[config.mk]
export PLATFORM = sky130hd
export DESIGN_NAME = ui_bitslip_ctrl
export DESIGN_NICKNAME = d
export VERILOG_FILES = /design/src/rtl/ui_sensor_pkg.sv /design/src/rtl/ui_lane_cmp.sv /design/src/rtl/ui_bitslip_ctrl.sv
export SDC_FILE = /design/constraint.sdc
export NUM_CORES = 1
export LEC_CHECK = 0
export ABC_AREA = 1
export BUFFER_PORTS_ARGS = -buffer_cell sky130_fd_sc_hd__buf_2
export CORE_MARGIN = 2
export CORE_UTILIZATION = 49
export DETAILED_ROUTE_END_ITERATION = 10
export PLACE_DENSITY = 0.83
export SLEW_MARGIN = 25
export SYNTH_ARGS = -nofsm -noshare
export SYNTH_HDL_FRONTEND = slang
export SYNTH_SLANG_ARGS = --single-unit
export TNS_END_PERCENT = 30
[constraint.sdc]
create_clock -name I_clk -period 1.8 [get_ports I_clk]
set_input_delay 0.18 -clock I_clk [delete_from_list [all_inputs] [get_ports I_clk]]
set_output_delay 0.18 -clock I_clk [all_outputs]
set_load 0.05 [all_outputs]
[src/rtl/ui_sensor_pkg.sv]
// Shared definitions for the sensor lane alignment logic.
package ui_sensor_pkg;

    localparam int unsigned NUM_LANES = 4;
    localparam int unsigned LANE_W    = 12;
    localparam int unsigned DATA_W    = NUM_LANES * LANE_W;
    localparam int unsigned SLIP_W    = 4;
    localparam int unsigned POS_W     = 3;

    localparam logic [SLIP_W-1:0] SLIP_CODE = 4'hF;
    localparam logic [SLIP_W-1:0] SLIP_NONE = 4'h0;

    typedef enum logic [2:0] {
        ST_IDLE   = 3'd0,
        ST_SETTLE = 3'd1,
        ST_CHECK  = 3'd2,
        ST_SLIP   = 3'd3,
        ST_LOCKED = 3'd4,
        ST_FAIL   = 3'd5
    } state_e;

    // Bits needed for a counter that must reach max_val without wrapping.
    function automatic int unsigned cnt_w(input int unsigned max_val);
        return (max_val < 2) ? 1 : $clog2(max_val + 1);
    endfunction

endpackage

[src/rtl/ui_lane_cmp.sv]
// Compares all four lanes of a deserialized word against the training code.
// The match flag and word strobe are registered together so they stay aligned.
module ui_lane_cmp
    import ui_sensor_pkg::*;
#(
    parameter logic [LANE_W-1:0] TRAIN_WORD = 12'h0F3
) (
    input  logic              I_clk,
    input  logic              I_rst,
    input  logic              I_data_valid,
    input  logic [DATA_W-1:0] I_data,
    output logic              O_valid,
    output logic              O_match
);

    logic valid_d, valid_q;
    logic match_d, match_q;

    // All-lane equality against the training code.
    always_comb begin
        valid_d = I_data_valid;
        match_d = 1'b1;
        for (int unsigned k = 0; k < NUM_LANES; k++) begin
            if (I_data[k*LANE_W +: LANE_W] != TRAIN_WORD) begin
                match_d = 1'b0;
            end
        end
    end

    // Compare pipeline register.
    always_ff @(posedge I_clk or posedge I_rst) begin
        if (I_rst) begin
            valid_q <= 1'b0;
            match_q <= 1'b0;
        end else begin
            valid_q <= valid_d;
            match_q <= match_d;
        end
    end

    assign O_valid = valid_q;
    assign O_match = match_q;

endmodule

[src/rtl/ui_bitslip_ctrl.sv]
// Word-alignment training controller: settles, checks the training code on all
// lanes, slips the deserializer one position per failed check, and tracks lock.
module ui_bitslip_ctrl
    import ui_sensor_pkg::*;
#(
    parameter logic [LANE_W-1:0] TRAIN_WORD     = 12'h0F3,
    parameter int unsigned       SETTLE_WORDS   = 8,
    parameter int unsigned       MATCH_WORDS    = 16,
    parameter int unsigned       LOSS_WORDS     = 4,
    parameter int unsigned       SLIP_POSITIONS = 6
) (
    input  logic              I_clk,
    input  logic              I_rst,
    input  logic              I_start,
    input  logic              I_train_en,
    input  logic              I_data_valid,
    input  logic [DATA_W-1:0] I_data,
    output logic [SLIP_W-1:0] O_bitslip,
    output logic [POS_W-1:0]  O_slip_pos,
    output logic              O_busy,
    output logic              O_locked,
    output logic              O_fail
);

    localparam int unsigned WORD_CW  = cnt_w(SETTLE_WORDS);
    localparam int unsigned MATCH_CW = cnt_w(MATCH_WORDS);
    localparam int unsigned LOSS_CW  = cnt_w(LOSS_WORDS);
    localparam int unsigned TRY_CW   = cnt_w(SLIP_POSITIONS);

    state_e              state_d, state_q;
    logic [WORD_CW-1:0]  word_cnt_d, word_cnt_q;
    logic [MATCH_CW-1:0] match_cnt_d, match_cnt_q;
    logic [LOSS_CW-1:0]  loss_cnt_d, loss_cnt_q;
    logic [TRY_CW-1:0]   try_cnt_d, try_cnt_q;
    logic [POS_W-1:0]    slip_pos_d, slip_pos_q;
    logic [SLIP_W-1:0]   bitslip_d, bitslip_q;
    logic                busy_d, busy_q;
    logic                locked_d, locked_q;
    logic                fail_d, fail_q;
    logic                train_en_d, train_en_q;

    logic                cmp_valid;
    logic                cmp_match;
    logic [WORD_CW-1:0]  word_inc_c;
    logic [MATCH_CW-1:0] match_inc_c;
    logic [LOSS_CW-1:0]  loss_inc_c;

    ui_lane_cmp #(
        .TRAIN_WORD (TRAIN_WORD)
    ) u_lane_cmp (
        .I_clk        (I_clk),
        .I_rst        (I_rst),
        .I_data_valid (I_data_valid),
        .I_data       (I_data),
        .O_valid      (cmp_valid),
        .O_match      (cmp_match)
    );

    assign word_inc_c  = word_cnt_q + WORD_CW'(1);
    assign match_inc_c = match_cnt_q + MATCH_CW'(1);
    assign loss_inc_c  = loss_cnt_q + LOSS_CW'(1);

    // Next-state, counter and registered-output logic.
    always_comb begin
        state_d     = state_q;
        word_cnt_d  = word_cnt_q;
        match_cnt_d = match_cnt_q;
        loss_cnt_d  = loss_cnt_q;
        try_cnt_d   = try_cnt_q;
        slip_pos_d  = slip_pos_q;
        train_en_d  = I_train_en;

        if (I_start) begin
            // Restart wins over everything; alignment position is kept.
            state_d     = ST_SETTLE;
            word_cnt_d  = '0;
            match_cnt_d = '0;
            loss_cnt_d  = '0;
            try_cnt_d   = '0;
        end else begin
            case (state_q)
                ST_IDLE: begin
                end
                ST_SETTLE: begin
                    if (cmp_valid) begin
                        if (word_inc_c == WORD_CW'(SETTLE_WORDS)) begin
                            state_d     = ST_CHECK;
                            word_cnt_d  = '0;
                            match_cnt_d = '0;
                        end else begin
                            word_cnt_d = word_inc_c;
                        end
                    end
                end
                ST_CHECK: begin
                    if (cmp_valid) begin
                        if (cmp_match) begin
                            if (match_inc_c == MATCH_CW'(MATCH_WORDS)) begin
                                state_d     = ST_LOCKED;
                                match_cnt_d = '0;
                                loss_cnt_d  = '0;
                            end else begin
                                match_cnt_d = match_inc_c;
                            end
                        end else begin
                            match_cnt_d = '0;
                            if (try_cnt_q < TRY_CW'(SLIP_POSITIONS - 1)) begin
                                // Position and try count advance with the pulse.
                                state_d   = ST_SLIP;
                                try_cnt_d = try_cnt_q + TRY_CW'(1);
                                if (slip_pos_q == POS_W'(SLIP_POSITIONS - 1)) begin
                                    slip_pos_d = '0;
                                end else begin
                                    slip_pos_d = slip_pos_q + POS_W'(1);
                                end
                            end else begin
                                state_d = ST_FAIL;
                            end
                        end
                    end
                end
                ST_SLIP: begin
                    state_d    = ST_SETTLE;
                    word_cnt_d = '0;
                end
                ST_LOCKED: begin
                    if (!train_en_q) begin
                        loss_cnt_d = '0;
                    end else if (cmp_valid) begin
                        if (cmp_match) begin
                            loss_cnt_d = '0;
                        end else if (loss_inc_c == LOSS_CW'(LOSS_WORDS)) begin
                            state_d     = ST_SETTLE;
                            loss_cnt_d  = '0;
                            word_cnt_d  = '0;
                            match_cnt_d = '0;
                            try_cnt_d   = '0;
                        end else begin
                            loss_cnt_d = loss_inc_c;
                        end
                    end
                end
                ST_FAIL: begin
                end
                default: begin
                    state_d = ST_IDLE;
                end
            endcase
        end

        bitslip_d = (state_d == ST_SLIP) ? SLIP_CODE : SLIP_NONE;
        busy_d    = (state_d == ST_SETTLE) || (state_d == ST_CHECK) || (state_d == ST_SLIP);
        locked_d  = (state_d == ST_LOCKED);
        fail_d    = (state_d == ST_FAIL);
    end

    // State, counters and output registers.
    always_ff @(posedge I_clk or posedge I_rst) begin
        if (I_rst) begin
            state_q     <= ST_IDLE;
            word_cnt_q  <= '0;
            match_cnt_q <= '0;
            loss_cnt_q  <= '0;
            try_cnt_q   <= '0;
            slip_pos_q  <= '0;
            bitslip_q   <= SLIP_NONE;
            busy_q      <= 1'b0;
            locked_q    <= 1'b0;
            fail_q      <= 1'b0;
            train_en_q  <= 1'b0;
        end else begin
            state_q     <= state_d;
            word_cnt_q  <= word_cnt_d;
            match_cnt_q <= match_cnt_d;
            loss_cnt_q  <= loss_cnt_d;
            try_cnt_q   <= try_cnt_d;
            slip_pos_q  <= slip_pos_d;
            bitslip_q   <= bitslip_d;
            busy_q      <= busy_d;
            locked_q    <= locked_d;
            fail_q      <= fail_d;
            train_en_q  <= train_en_d;
        end
    end

    assign O_bitslip  = bitslip_q;
    assign O_slip_pos = slip_pos_q;
    assign O_busy     = busy_q;
    assign O_locked   = locked_q;
    assign O_fail     = fail_q;

endmodule

==> impl_metrics.json <==
{
  "horizontal_extent_of_the_die_um": 63.3,
  "layout.nets": 358,
  "achievable-frequency_mhz": 611,
  "worst-endpoint-required_ns": 2.08,
  "htreeDepth": 1,
  "cts_made_buffers": 3,
  "clk_root_buffer_cell": "sky130_fd_sc_hd__clkbuf_4",
  "post_synth_most_frequent_cells": "sky130_fd_sc_hd__nand2_1 (52), sky130_fd_sc_hd__dfrtp_1 (28), sky130_fd_sc_hd__inv_1 (26)",
  "static-leakage-power_nw": 1.10,
  "clkSinkCount": 28,
  "globalplace.congestion": 0.877,
  "synth.largest_area_cell": "sky130_fd_sc_hd__dfrtp_1",
  "critPathArrivalTime_ns": 1.92,
  "post_synth_and_or_nand_nor_area_fraction_pct": 36.3,
  "critPathMaxFanout": 7,
  "synth.most_common_cell": "sky130_fd_sc_hd__nand2_1",
  "drt_first_iter_violations": 89,
  "insertedDiodeCount": 0,
  "fin_crit_sh_pct": 91.0,
  "post_layout_minimum_cycle_time_ns": 1.64,
  "drc": 0,
  "critical_path.n_buffers_inverters": 1,
  "design.core.area_um2": 3360,
  "detailedRoute.firstPassIterationCount": 4,
  "p_per_area_nw_per_um2": 696,
  "hold_violations": 0,
  "syn_inst": 228,
  "synth_area_per_cell_um2": 7.57,
  "synth.net_count": 287,
  "run_status": "finished clean",
  "grt-ovfl-total": 0,
  "critical_path.startpoint_type": "flop",
  "internal_power_w": 0.000974,
  "first_global_vias": 1623,
  "first_pass_grt_wire_length_um": 6580,
  "routed_wire_length_per_instance_um": 10.7,
  "largest_family_of_logic_cells_by_synthesized_area": "simple AND/OR/NAND/NOR gates",
  "final-instance-count-excl-fill": 344,
  "globalRouteTotalUtil_pct": 20.6,
  "clkTransAtPathRegs_ns": 0.16,
  "detail_route.wirelength_um": 3670,
  "synth_compound_area_share_pct": 8.05,
  "insertion_delay_ns": 0.34,
  "num_rows": 21,
  "cpMaxStageDelayCell": "sky130_fd_sc_hd__dfrtp_1",
  "synth_edf_count": 0,
  "synth_mux_area_share_pct": 0,
  "post_synth_xor_area_fraction_pct": 1.52,
  "top_level_ports": 63,
  "min_path_type": "in2reg",
  "crit_chain": "ha_2 -> ha_4 -> nand2_2 -> nor2_4 -> nor2_2 -> nand2_2 -> nand2_4 -> nor2_4 -> nand2_4 -> inv_4 -> nand3_1 -> o21ai_1",
  "syn-cell-area_um2": 1730,
  "synthArstFlopShare_pct": 100,
  "synth_warnings": 0,
  "routed_via_density": 4.94,
  "post-synth-top-area-fraction_pct": 40.6,
  "die-area_um2": 4010,
  "synth.top_cells.by_area": "sky130_fd_sc_hd__dfrtp_1 (41%), sky130_fd_sc_hd__nand2_1 (11%), sky130_fd_sc_hd__inv_1 (5.7%)",
  "postSynthRegisterBits": 28,
  "number_of_antenna_violations_at_the_first_check_in_global_routing": 0,
  "die_height_um": 63.3,
  "routed_vias": 1699,
  "setup-violations-final": 0,
  "max-cap-violations": 0,
  "finClkSkew_ns": 0.00856,
  "finalMaxSlewViolations": 0,
  "cp_top_family": "simple AND/OR/NAND/NOR gates",
  "tritoncts": "built",
  "start_util_pct": 51.3,
  "unrepaired_setup_endpoints_after_global_routing": "no",
  "synth_cell_type_count": 27,
  "crit_type": "reg2reg",
  "areaGrowthSynthToFinish_pct": 26.9,
  "netSwitchingPower_w": 0.000550,
  "synthAdderAreaFrac_pct": 4.35,
  "setup_tns_ns": 0,
  "slowest_delay_ns": 0.41,
  "worstSetupEndpointType": "flop",
  "slew_headroom_pct": 72.9,
  "irDropWorstVdd_mv": 0.272,
  "max_slew.worst_pin.slew_ns": 0.402,
  "sequential_share_of_the_synthesized_area_pct": 40.6,
  "grt_max_degree": 29,
  "dp_hpwl_um": 3040,
  "postRouteAntennaNets": 0,
  "share_seq_of_total_power_pct": 49.4,
  "final_layout_size_suffix_gt1_share_pct": 33.2,
  "comb_power_share_pct": 29.6,
  "sw_frac_of_total_pct": 36.1,
  "numPlacedInstances": 335,
  "io_buffer_count": 62,
  "ys.flop_type": "sky130_fd_sc_hd__dfrtp_1",
  "clkPwrFrac_pct": 21.0,
  "cts-root-to-sink-buffers": 2
}
==> final timing paths <==
path	start	to	slack (ns)	depth (start not counted)
min in group asynchronous	I_rst	match_cnt_q[2]	0.41	4
worst min register to register	loss_cnt_q[0]	loss_cnt_q[0]	0.52	1
max in group asynchronous	I_rst	try_cnt_q[1]	1.13	4
worst min-delay path	I_start	state_q[1]	0.06	2
worst max-delay path	loss_cnt_q[0]	O_slip_pos[2]	0.16	12
worst max register to register	loss_cnt_q[0]	O_slip_pos[2]	0.16	12
==> metal layers <==
metal	vias to the layer above	routed length, µm	global-route usage [%]
li1	882	-	-
met1	744	1520	24.2
met2	65	1840	36.7
met3	8	234	3.21
met4	0	79	9.51
met5	-	0	0
==> state kept, by name, indices dropped and copies added (netlist names) <==
| signal | flops |
|---|---|
| O_busy | 1 |
| u_lane_cmp.O_match | 1 |
| O_bitslip | 1 |
| train_en_q | 1 |
| O_fail | 1 |
| u_lane_cmp.O_valid | 1 |
| loss_cnt_q | 3 |
| match_cnt_q | 5 |
| word_cnt_q | 4 |
| state_q | 3 |
| O_slip_pos | 3 |
| try_cnt_q | 3 |
| O_locked | 1 |
==> cells in the final DEF, fill, tap and decap left out, types with 4 or more instances in the layout <==
| cell | instances |
|---|---|
| sky130_fd_sc_hd__buf_2 | 62 |
| sky130_fd_sc_hd__nand2_1 | 51 |
| sky130_fd_sc_hd__dfrtp_1 | 28 |
| sky130_fd_sc_hd__inv_1 | 26 |
| sky130_fd_sc_hd__nand3_1 | 19 |
| sky130_fd_sc_hd__nor2_1 | 17 |
| sky130_fd_sc_hd__nand4_1 | 12 |
| sky130_fd_sc_hd__o21ai_1 | 10 |
| sky130_fd_sc_hd__inv_2 | 7 |
| sky130_fd_sc_hd__o21ai_0 | 7 |
| sky130_fd_sc_hd__nor3_1 | 6 |
| sky130_fd_sc_hd__a21oi_1 | 6 |
| sky130_fd_sc_hd__nand2_2 | 5 |
| sky130_fd_sc_hd__nor4_1 | 4 |
| sky130_fd_sc_hd__ha_1 | 4 |
| sky130_fd_sc_hd__buf_4 | 4 |
==> final cells by class <==
cell class,instances,area (µm²)
fill,307,1170
timing repair buffer,69,370
multi-input combinational,162,890
sequential,28,701
inverter,35,135
clock buffer,4,36.3
tap,46,57.6
==> repair_timing <==
action,4_1_cts,5_1_grt
endpoints found under the hold margin,30,0
gates resized for setup,0,6
setup buffers,0,2
setup endpoints to repair,0,12
hold buffers,3,0
==> power groups by stage <==
stage	logic, W	clock network (W)	registers, W
final	0.000451	0.000319	0.000753
after global routing	0.000496	0.000357	0.000769
after CTS	0.000454	0.000326	0.000755
after detailed placement	0.000450	0	0.000766
after global placement	0.000439	0	0.000762
after floorplan	0.000197	0	0.000882
==> kinds of logic (layout without fill, tap and decap cells) <==
logic type | Yosys count | in the layout
compound gates | 26 | 26
flops | 28 | 28
simple gates | 127 | 127
fa+ha+maj | 6 | 6
xor+xnor | 3 | 3
buf+inv | 38 | 108
==> stage by stage <==
stage	setup WS, ns	total power [W]	util [%]	area, µm²	hold WS [ns]
floorplan	0.236	0.00108	-	1730	0.211
global placement	0.125	0.00120	62.0	2090	0.261
detailed placement	0.0998	0.00122	62.0	2090	0.266
CTS	0.0728	0.00153	64.0	2150	0.0628
global route	0.0205	0.00162	65.1	2190	0.0462
finish	0.162	0.00152	65.1	2190	0.0589
No activity file was read; power rests on OpenSTA's default activity.
